**src/rtl/scan_drv_pkg.sv**
```systemverilog
// Shared types for the scan chain driver: FSM states and scan-clock sub-phases.
// CAPT exists only when SCAN_DRV_CAPTURE_EN is defined.
package scan_drv_pkg;

  typedef enum logic [2:0] {
    ST_IDLE   = 3'd0,
    ST_SHIFT  = 3'd2,
    ST_UPDATE = 3'd3,
    ST_DONE   = 3'd4
`ifdef SCAN_DRV_CAPTURE_EN
    , ST_CAPT = 3'd1
`endif
  } drv_state_e;

  typedef enum logic [1:0] {
    PH_P1 = 2'd0,
    PH_G1 = 2'd1,
    PH_P2 = 2'd2,
    PH_G2 = 2'd3
  } sub_phase_e;

  function automatic sub_phase_e next_phase(input sub_phase_e ph);
    sub_phase_e nx;
    case (ph)
      PH_P1:   nx = PH_G1;
      PH_G1:   nx = PH_P2;
      PH_P2:   nx = PH_G2;
      PH_G2:   nx = PH_P1;
      default: nx = PH_P1;
    endcase
    return nx;
  endfunction

endpackage

```
**src/rtl/scan_phase_gen.sv**
```systemverilog
// Scan-clock slot timing: walks P1/G1/P2/G2, PHASE_CYC cycles each, while run is high.
// Parks at P1 with the counter cleared whenever run is low.
module scan_phase_gen
  import scan_drv_pkg::*;
#(
  parameter int PHASE_CYC = 2
) (
  input  logic       CLK,
  input  logic       RST_N,
  input  logic       run,
  output sub_phase_e phase,
  output sub_phase_e phase_nx,
  output logic       first_cyc,
  output logic       phase_end,
  output logic       slot_end
);

  localparam int CW = (PHASE_CYC > 1) ? $clog2(PHASE_CYC) : 1;
  localparam logic [CW-1:0] LAST_CNT = CW'(PHASE_CYC - 1);

  sub_phase_e    ph_r;
  sub_phase_e    ph_nx_s;
  logic [CW-1:0] cnt_r;
  logic [CW-1:0] cnt_nx_s;

  // Next sub-phase and in-phase cycle count
  always_comb begin
    ph_nx_s  = PH_P1;
    cnt_nx_s = '0;
    if (run) begin
      if (cnt_r == LAST_CNT) begin
        cnt_nx_s = '0;
        ph_nx_s  = next_phase(ph_r);
      end else begin
        cnt_nx_s = cnt_r + CW'(1);
        ph_nx_s  = ph_r;
      end
    end else begin
      cnt_nx_s = '0;
      ph_nx_s  = PH_P1;
    end
  end

  // Phase and counter registers
  always_ff @(posedge CLK) begin
    if (!RST_N) begin
      ph_r  <= PH_P1;
      cnt_r <= '0;
    end else begin
      ph_r  <= ph_nx_s;
      cnt_r <= cnt_nx_s;
    end
  end

  assign phase     = ph_r;
  assign phase_nx  = ph_nx_s;
  assign first_cyc = (cnt_r == '0);
  assign phase_end = (cnt_r == LAST_CNT);
  assign slot_end  = (ph_r == PH_G2) && (cnt_r == LAST_CNT);

endmodule

```
**src/rtl/scan_chain_driver.sv**
```systemverilog
// Two-phase scan chain driver: optional capture slot, MSB-first shift, update strobe, done.
// Capture support is compiled in with SCAN_DRV_CAPTURE_EN.
module scan_chain_driver
  import scan_drv_pkg::*;
#(
  parameter int NUM_SCAN_BITS = 523,
  parameter int PHASE_CYC     = 2
) (
  input  logic                     CLK,
  input  logic                     RST_N,
  input  logic                     cmd_valid,
  output logic                     cmd_ready,
  input  logic                     cmd_capture,
  input  logic [NUM_SCAN_BITS-1:0] data_in,
  output logic [NUM_SCAN_BITS-1:0] data_out,
  output logic                     done,
  output logic                     SC_CLK1,
  output logic                     SC_CLK2,
  output logic                     SC_IN,
  output logic                     SC_UPDT,
  output logic                     SC_CAPTURE,
  input  logic                     SC_OUT
);

  localparam int BW = $clog2(NUM_SCAN_BITS + 1);
  localparam logic [BW-1:0] LAST_BIT = BW'(NUM_SCAN_BITS - 1);

  drv_state_e               state_r, state_nx_s;
  sub_phase_e               phase_s, phase_nx_s;
  logic                     first_cyc_s, phase_end_s, slot_end_s;
  logic                     run_s, accept_s, sample_s, clocking_s;
  logic [NUM_SCAN_BITS-1:0] tx_r, tx_nx_s, rx_r, data_out_r;
  logic [BW-1:0]            bit_cnt_r;
  logic sc_clk1_r, sc_clk2_r, sc_in_r, sc_updt_r, done_r, cmd_ready_r;
  logic sc_clk1_nx_s, sc_clk2_nx_s, sc_in_nx_s, sc_updt_nx_s, done_nx_s, ready_nx_s;

  assign accept_s = cmd_valid && cmd_ready_r;
  assign run_s    = (state_r != ST_IDLE) && (state_r != ST_DONE);
  assign sample_s = (state_r == ST_SHIFT) && (phase_s == PH_P1) && first_cyc_s;

  scan_phase_gen #(.PHASE_CYC(PHASE_CYC)) u_phase (
    .CLK       (CLK),
    .RST_N     (RST_N),
    .run       (run_s),
    .phase     (phase_s),
    .phase_nx  (phase_nx_s),
    .first_cyc (first_cyc_s),
    .phase_end (phase_end_s),
    .slot_end  (slot_end_s)
  );

  // FSM state register
  always_ff @(posedge CLK) begin
    if (!RST_N) begin
      state_r <= ST_IDLE;
    end else begin
      state_r <= state_nx_s;
    end
  end

  // FSM next-state decode
  always_comb begin
    state_nx_s = state_r;
    case (state_r)
      ST_IDLE: begin
        if (accept_s) begin
`ifdef SCAN_DRV_CAPTURE_EN
          state_nx_s = cmd_capture ? ST_CAPT : ST_SHIFT;
`else
          state_nx_s = ST_SHIFT;
`endif
        end else begin
          state_nx_s = ST_IDLE;
        end
      end
`ifdef SCAN_DRV_CAPTURE_EN
      ST_CAPT: begin
        if (slot_end_s) state_nx_s = ST_SHIFT;
        else            state_nx_s = ST_CAPT;
      end
`endif
      ST_SHIFT: begin
        if (slot_end_s && (bit_cnt_r == LAST_BIT)) state_nx_s = ST_UPDATE;
        else                                       state_nx_s = ST_SHIFT;
      end
      ST_UPDATE: begin
        if ((phase_s == PH_G1) && phase_end_s) state_nx_s = ST_DONE;
        else                                   state_nx_s = ST_UPDATE;
      end
      ST_DONE: state_nx_s = ST_IDLE;
      default: state_nx_s = ST_IDLE;
    endcase
  end

  // Transmit word: load on accept, advance one bit per completed shift slot
  always_comb begin
    tx_nx_s = tx_r;
    if (accept_s) begin
      tx_nx_s = data_in;
    end else if ((state_r == ST_SHIFT) && slot_end_s) begin
      tx_nx_s = {tx_r[NUM_SCAN_BITS-2:0], 1'b0};
    end else begin
      tx_nx_s = tx_r;
    end
  end

  // Output decode from next state/phase so every pin comes straight off a flop
  always_comb begin
`ifdef SCAN_DRV_CAPTURE_EN
    clocking_s = (state_nx_s == ST_SHIFT) || (state_nx_s == ST_CAPT);
`else
    clocking_s = (state_nx_s == ST_SHIFT);
`endif
    sc_clk1_nx_s = 1'b0;
    sc_clk2_nx_s = 1'b0;
    if (clocking_s) begin
      sc_clk1_nx_s = (phase_nx_s == PH_P1);
      sc_clk2_nx_s = (phase_nx_s == PH_P2);
    end else begin
      sc_clk1_nx_s = 1'b0;
      sc_clk2_nx_s = 1'b0;
    end
    sc_in_nx_s   = (state_nx_s == ST_SHIFT) ? tx_nx_s[NUM_SCAN_BITS-1] : 1'b0;
    sc_updt_nx_s = (state_nx_s == ST_UPDATE) && (phase_nx_s == PH_P1);
    done_nx_s    = (state_nx_s == ST_DONE);
    ready_nx_s   = (state_nx_s == ST_IDLE);
  end

  // Datapath: shift-out word, receive word, bit counter, result latch
  always_ff @(posedge CLK) begin
    if (!RST_N) begin
      tx_r       <= '0;
      rx_r       <= '0;
      bit_cnt_r  <= '0;
      data_out_r <= '0;
    end else begin
      tx_r <= tx_nx_s;
      if (accept_s) begin
        bit_cnt_r <= '0;
      end else if ((state_r == ST_SHIFT) && slot_end_s) begin
        bit_cnt_r <= bit_cnt_r + BW'(1);
      end
      if (sample_s) begin
        rx_r <= {rx_r[NUM_SCAN_BITS-2:0], SC_OUT};
      end
      if ((state_r == ST_UPDATE) && (state_nx_s == ST_DONE)) begin
        data_out_r <= rx_r;
      end
    end
  end

  // Registered scan pins and handshake outputs
  always_ff @(posedge CLK) begin
    if (!RST_N) begin
      sc_clk1_r   <= 1'b0;
      sc_clk2_r   <= 1'b0;
      sc_in_r     <= 1'b0;
      sc_updt_r   <= 1'b0;
      done_r      <= 1'b0;
      cmd_ready_r <= 1'b1;
    end else begin
      sc_clk1_r   <= sc_clk1_nx_s;
      sc_clk2_r   <= sc_clk2_nx_s;
      sc_in_r     <= sc_in_nx_s;
      sc_updt_r   <= sc_updt_nx_s;
      done_r      <= done_nx_s;
      cmd_ready_r <= ready_nx_s;
    end
  end

`ifdef SCAN_DRV_CAPTURE_EN
  logic sc_capture_r;

  // Capture select follows the CAPT slot
  always_ff @(posedge CLK) begin
    if (!RST_N) begin
      sc_capture_r <= 1'b0;
    end else begin
      sc_capture_r <= (state_nx_s == ST_CAPT);
    end
  end

  assign SC_CAPTURE = sc_capture_r;
`else
  logic unused_capture_s;
  assign unused_capture_s = cmd_capture;
  assign SC_CAPTURE       = 1'b0;
`endif

  assign SC_CLK1   = sc_clk1_r;
  assign SC_CLK2   = sc_clk2_r;
  assign SC_IN     = sc_in_r;
  assign SC_UPDT   = sc_updt_r;
  assign done      = done_r;
  assign cmd_ready = cmd_ready_r;
  assign data_out  = data_out_r;

endmodule

```
**config.mk**
```make
export PLATFORM = sky130hd
export DESIGN_NAME = scan_chain_driver
export DESIGN_NICKNAME = d
export VERILOG_FILES = /design/src/rtl/scan_drv_pkg.sv /design/src/rtl/scan_phase_gen.sv /design/src/rtl/scan_chain_driver.sv
export SDC_FILE = /design/constraint.sdc
export NUM_CORES = 2
export LEC_CHECK = 0
export ABC_AREA = 1
export BUFFER_PORTS_ARGS = -buffer_cell sky130_fd_sc_hd__clkbuf_2
export CORE_AREA = 2 2 407 409
export CTS_CLUSTER_SIZE = 10
export DETAILED_ROUTE_END_ITERATION = 12
export DIE_AREA = 0 0 409 411
export GPL_ROUTABILITY_DRIVEN = 0
export GPL_TIMING_DRIVEN = 0
export SLEW_MARGIN = 20
export SYNTH_ARGS = -nofsm -noshare
export SYNTH_HDL_FRONTEND = slang
export SYNTH_SLANG_ARGS = --single-unit
```
**constraint.sdc**
```tcl
create_clock -name CLK -period 3.5 [get_ports CLK]
set_input_delay 0.175 -clock CLK [delete_from_list [all_inputs] [get_ports CLK]]
set_output_delay 0.175 -clock CLK [all_outputs]
set_load 0.02 [all_outputs]
```
## Word level (Yosys, flattened, before mapping)

Index checks and enable logic that the tools add are counted.

| word-level totals | value |
|---|---|
| word-level logic and storage cells | 58 |
| output and inout bits | 530 |
| bits of input ports | 528 |
| register bits | 1591 |

| operators by class | value |
|---|---|
| $add $sub $neg | 2 |
| bitwise gates (word level) | 3 |
| reductions and logical operators | 19 |
| eq/ne operators | 11 |
| mux-type cells | 9 |

Operators with widths:

| cell | count |
|---|---|
| 523-bit two-way mux | 2 |
| 3-bit by 2-bit == test with 1-bit output (second input constant) | 4 |
| 10-bit by 1-bit adder with 10-bit output (second input constant) | 1 |
| 10-bit == test (second input constant) | 1 |
| 1-bit logical AND | 10 |
| 3-bit case mux with 3 select lines | 1 |
| 2-bit case mux with 4 select lines | 1 |
| 2-bit == test (second input constant) | 3 |
| 3-bit zero test | 2 |
| 2-bit two-way mux | 3 |
| 2-bit zero test | 2 |
| 3-bit == test (second input constant) | 1 |
| 3-bit two-way mux | 1 |
| 3-bit inequality test (second input constant) | 1 |
| 1-bit inverter | 3 |
| 3-bit nonzero test | 1 |
| 3-bit OR reduction | 1 |
| 2-bit by 1-bit == test with 1-bit output (second input constant) | 1 |
| 2-bit AND reduction | 1 |
| 2-bit nonzero test | 1 |
| 2-bit OR reduction | 1 |
| 1-bit adder (second input constant) | 1 |
| 1-bit two-way mux | 1 |

## Depth between registers and ports, before layout

| depth | value |
|---|---|
| word-level depth | 7 |
| gate-level depth with buffers | 10 |
| gate-level depth less buffers | 8 |

## Modules after synthesis

From an unflattened synthesis, not the netlist that was laid out.

| second synthesis, totals | value |
|---|---|
| cell total of the unflattened synthesis | 8124 |
| area total of the unflattened synthesis | 61103.6 um^2 |

By module, submodules not included:

| module | seq. area each (um^2) | instances | cells an instance | area an instance (um^2) |
|---|---|---|---|---|
| scan_chain_driver | 31790.5 | 1 | 8095 | 60914.7 |
| scan_phase_gen | 60.1 | 1 | 29 | 188.9 |

## Least setup slack after synthesis

Ideal clock, no wire load.

| path | value |
|---|---|
| path kind | register -> register |
| from | reg cmd_ready_r (netlist: cmd_ready) |
| to | reg tx_r[110] |
| library setup time | 0.057 ns |
| buffers on the path | 3 |
| cell stages (with the launch flop) | 10 |
| data required time | 3.443 ns |
| arrival | 1.525 ns |
| period minus slack after synthesis | 1.582 ns |
| slack | 1.918 ns |
| path through | dfxtp_1 -> nand2_1 -> inv_1 -> buf_2 -> clkbuf_1 -> clkbuf_1 -> nand2_1 -> nand3_1 -> nand2_1 -> inv_1 |

| on the way | value |
|---|---|
| cells in the longest elaborated chain, start to end | 2 |
| elaborated cells between the ends (all ways) | 3 |
| classes of those cells | 1 x mux; 2 x reduce/logical |

Ends and longest elaborated chain:

| item | RTL line | source |
|---|---|---|
| start, declared | scan_chain_driver.sv:34 | `logic sc_clk1_r, sc_clk2_r, sc_in_r, sc_updt_r, done_r, cmd_ready_r;` |
| start signal, assigned | scan_chain_driver.sv:167 | `cmd_ready_r <= ready_nx_s;` |
| 1-bit logical AND (*) | scan_chain_driver.sv:37 | `assign accept_s = cmd_valid && cmd_ready_r;` |
| 523-bit two-way mux / 2-bit nonzero test (equally long branches) | - |  |
| end signal, assigned | scan_chain_driver.sv:137 | `tx_r <= tx_nx_s;` |
| end, declared | scan_chain_driver.sv:32 | `logic [NUM_SCAN_BITS-1:0] tx_r, tx_nx_s, rx_r, data_out_r;` |

Mark *: on every way between the ends. The rest lies on a longest branch, timed or not.
A chain may end at the register's enable or synchronous reset.

## Worst setup path after layout

| path | value |
|---|---|
| from | reg u_phase.ph_r[1] (netlist: u_phase.phase[1]) |
| to | reg data_out_r[95] (netlist: data_out[95]) |

| on the way | value |
|---|---|
| cells in the longest elaborated chain, start to end | 7 |
| elaborated cells between the ends (all ways) | 10 |
| classes of those cells | 3 x eq/ne; 3 x mux; 4 x reduce/logical |

Ends and longest elaborated chain:

| item | RTL line | source |
|---|---|---|
| start, declared | scan_phase_gen.sv:21 | `sub_phase_e ph_r;` |
| start signal, assigned | scan_phase_gen.sv:50 | `ph_r <= ph_nx_s;` |
| 2-bit == test | scan_phase_gen.sv:59 | `assign slot_end = (ph_r == PH_G2) && (cnt_r == LAST_CNT);` |
| 1-bit logical AND | scan_phase_gen.sv:59 |  |
| 1-bit logical AND | scan_chain_driver.sv:83 | `if (slot_end_s && (bit_cnt_r == LAST_BIT)) state_nx_s = ST_UPDATE;` |
| 1-bit two-way mux | scan_chain_driver.sv:83 |  |
| 3-bit case mux with 3 select lines (*) | scan_chain_driver.sv:64 | `case (state_r)` |
| 3-bit == test (*) | scan_chain_driver.sv:146 | `if ((state_r == ST_UPDATE) && (state_nx_s == ST_DONE)) begin` |
| 1-bit logical AND (*) | scan_chain_driver.sv:146 |  |
| end signal, assigned | scan_chain_driver.sv:147 | `data_out_r <= rx_r;` |
| end, declared | scan_chain_driver.sv:32 |  |

Marked as above.

==> impl_summary.md <==
Status
The run finished with clean final reports.

Clock tree
The clock root buffer master is sky130_fd_sc_hd__clkbuf_16. The clock insertion delay at the later pin of the skew report is 0.82 ns. The clock tree buffer depth is 3. The clock sink count is 1591.

After clock tree synthesis, the repair step resized 0 gates. The clock tree from TritonCTS is built. Post-CTS timing repair inserted 0 buffers for setup. Buffers inserted to repair hold after CTS numbered about 520.

The H-tree was split into 4 levels. Clock tree synthesis inserted a total of around 180 buffers. The clock slew seen by the registers of the worst setup and hold paths is 0.05 ns.

Timing
The final critical path takes up between 70% and 80% of the cycle. Measured against its own limit, the worst slew margin works out to 32.0%. Setup repair after global routing left no endpoint under its margin. At the pin with the least slew margin, the transition time is 1.02 ns. The total setup violations reported at the end of the flow is 0. Setup total negative slack on the finished layout was measured at 0 ns. The max-slew violation count is 0. The number of hold-slack violations in the final timing report was 0. The clock period could shrink to 2.73 ns. Across the routed clock network, the largest skew measured is roughly 0.044 ns. The timing-limited maximum frequency is 0.366 GHz.

Logic synthesis
The register area share after synthesis is between 50% and 60%. Of all flip-flops after synthesis, the portion carrying an async set or reset was 0%. After synthesis, the share of cell area in mux cells is 0%. The complex-gate fraction of the synthesized area is slightly below 9%. Yosys printed 0 warnings. The most instantiated flip-flop cell in the synthesis netlist is sky130_fd_sc_hd__dfxtp_1. A synthesized cell averages 7.11 sq um. Counting every instance in the synthesized netlist gives 8634. The post-synthesis share of cell area spent on xor and xnor gates is 0%. After Yosys synthesis, full adders, half adders and majority gates account for 0.143% of the synthesized area. The number of nets handed over by synthesis was ~9200. After synthesis, the largest family of logic cells by area is simple AND/OR/NAND/NOR gates. The number of enable-type register cells in the synthesized netlist is 0. The synthesized netlist occupies a cell area of around 60000 sq um.

The flop and latch count out of synthesis is 1591. The post-synthesis simple-gate area fraction is 31.4%. The netlist uses 25 different library cells.

Finish
The fraction of final layout cells sized beyond drive strength 1 is between 10 and 15%. The number of cells in the finished layout apart from fillers is approximately 13000. The area overhead of the layout relative to synthesis is 30.4%. The library cell used most frequently in the layout, excluding fill and tap cells, is sky130_fd_sc_hd__nor2_1. The top cell types in the final layout, fill and taps aside, are 2112 x sky130_fd_sc_hd__nor2_1, 1602 x sky130_fd_sc_hd__nand2_1, 1591 x sky130_fd_sc_hd__dfxtp_1.

The sequential cells in the finished layout cover a total of 31900 sq um. After the last flow step, the layout net total stands at roughly 11000. Fill cells in the final layout number approximately 16000.

Summing all multi-input logic gate instances after layout gives 24800 sq um.

Die
The initial core utilization is 37.5%. The die height is 411 um. The core footprint is 164000 sq um. Pin placement for this block handled between 1000 and 1500 I/O pins. The site row count is around 150.

The floorplan step defined a die boundary enclosing 168000 sq um. The horizontal extent of the die is 409 um.

Power
The maximum ir drop on the vdd rail is approximately 0.47 mV. The leakage component of the power is 37.9 nW. The power density normalized to cell area is 521 nW/um^2.

Route
Summing over every cut layer, the via total after detailed routing is 61700. Using the TritonRoute via totals, the vias-per-cell ratio works out to about 4.9. After detailed routing, the number of remaining DRC violations is 0.

After detailed routing, the average wire length per cell comes to 17.0 um. For this block, the initial DRC count from the detailed router was 4235. After detailed routing, the total wire length is roughly 220000 um. The first detailed-routing pass took 6 iterations. The number of routed nets with antenna violations is 0.

Critical path
Traced cell by cell, the critical path runs through inv_1, ha_1, nand3_2, clkbuf_1, clkbuf_1, o21ai_0, nor2_1. The number of cells on the worst reg-to-reg path is 7. The master of the slowest instance on the critical path is sky130_fd_sc_hd__clkbuf_1. In this design, the largest share of critical-path delay is due to buffers and inverters. The type of the setup path with the least slack is register to register. The largest single stage delay on the critical path is 0.76 ns. Data on the critical path is required at its endpoint by 4.22 ns. The worst-path maximum fanout is 10. STA classifies the critical path endpoint as a register.

STA puts the critical path data arrival time at roughly 3.5 ns. The most prevalent standard cell on the critical path is sky130_fd_sc_hd__clkbuf_1. The total buffers and inverters traversed by the critical path is 3.

The total number of cells along the worst setup path is 7. The worst setup path is launched from a register.

Place
Buffers placed on the I/O ports in this run total 1054. The placed wire-length estimate after detailed placement is 160000 um. The count of placed standard cells including taps is ~12000.

Hold path
The number of cells on the worst hold path is 3. The worst hold path belongs to the class input port to register.

GRT
The maximum number of pins on one net before global-route repair is 17. For this run, the total global-route usage over all layers was measured as ~25%. For this run the aggregate overflow at the end of global routing stands at 0. The number of global-route vias before repair is ~58000.

The initial antenna violation count is 59. The first global-routing pass estimated 325000 um of wire.

Flow run
The number of maximum-capacitance constraint violations is 0.
cells by family after synthesis:
family                   count (synthesis)
adder cells (fa/ha/maj)                  7
AND/OR/NAND/NOR                       4777
AO/OA/AOI/OAI                         1072
flip-flops                            1591
buffers and inverters                 1186
other                                    1
stage by stage:
step                instance area [sq um]  worst slack [ns]  power [mW]  hold slack, ns  utilization [%]
detailed placement                  69500             0.610        24.1           0.444             42.4
CTS                                 79900             0.678        42.0          0.0302             48.8
finish                              80100             0.768        41.7          0.0633             48.9
global placement                    69400             0.159        24.0           0.443             42.4
floorplan                           61400              1.92        22.7           0.324                -
global route                        80100             0.531        43.5          0.0566             48.9
tightest hold or removal path: stages:
cell	delay, ns
sky130_fd_sc_hd__buf_2	0.27
sky130_fd_sc_hd__inv_1	0.19
sky130_fd_sc_hd__a21oi_1	0.11
path summary, 6_finish.rpt:
check                              start                          to  slack, ns
min                                RST_N       state_r[1]$_SDFF_PN0_       0.06
max          u_phase.phase[1]$_SDFF_PN0_   data_out[95]$_SDFFE_PN0P_       0.77
min reg2reg   data_out[130]$_SDFFE_PN0P_  data_out[130]$_SDFFE_PN0P_       0.48
max reg2reg  u_phase.phase[1]$_SDFF_PN0_   data_out[95]$_SDFFE_PN0P_       0.77
Yosys cell counts, types with 2 or more instances:
master	instances	share of area [%]
sky130_fd_sc_hd__nor2_1	2112	13
sky130_fd_sc_hd__nand2_1	1602	9.8
sky130_fd_sc_hd__dfxtp_1	1591	52
sky130_fd_sc_hd__nand3_1	1051	8.6
sky130_fd_sc_hd__o21ai_0	997	8.1
sky130_fd_sc_hd__inv_1	546	3.3
sky130_fd_sc_hd__clkbuf_1	343	2.1
sky130_fd_sc_hd__buf_2	270	2.2
sky130_fd_sc_hd__o21ai_1	58	0.47
sky130_fd_sc_hd__buf_1	17	0.10
sky130_fd_sc_hd__a21oi_1	15	0.12
sky130_fd_sc_hd__ha_1	7	0.14
sky130_fd_sc_hd__buf_4	6	0.073
sky130_fd_sc_hd__nand4_1	5	0.051
sky130_fd_sc_hd__inv_2	3	0.018
sky130_fd_sc_hd__nand3_2	2	0.033
report_power, final:
part	switching [mW]	internal, mW
Clock	7.48	9.90
Sequential	0.677	19.2
Combinational	2.69	1.78
Total	10.9	30.8
final cells by class:
| cell class | instances | area share [%] |
|---|---|---|
| tap | 2189 | 3.42 |
| clock buffer | 224 | 6.13 |
| antenna | 53 | 0.166 |
| timing repair buffer | 1581 | 13.2 |
| inverter | 549 | 2.57 |
| buffer | 637 | 3.45 |
| clock inverter | 17 | 0.373 |
| multi-input combinational | 5857 | 30.9 |
| sequential | 1591 | 39.8 |
layer usage:
metal / global-route usage, % / vias to the layer above / part of all wire [%]
met2: 40.9 / 2021 / 46
met3: 6.07 / 521 / 7.2
met5: 0 / - / 0.0060
met1: 29.8 / 28400 / 42
li1: - / 30800 / -
met4: 11.8 / 2 / 4.7
registers in the layout (all words and copies together) (netlist names):
| register | flops |
|---|---|
| SC_CLK1 | 1 |
| SC_CLK2 | 1 |
| SC_IN | 1 |
| SC_UPDT | 1 |
| bit_cnt_r | 10 |
| cmd_ready | 1 |
| data_out | 523 |
| done | 1 |
| rx_r | 523 |
| state_r | 3 |
| tx_r | 523 |
| u_phase.phase | 2 |
| u_phase.phase_end | 1 |
Power figures use the tool's default switching activity.
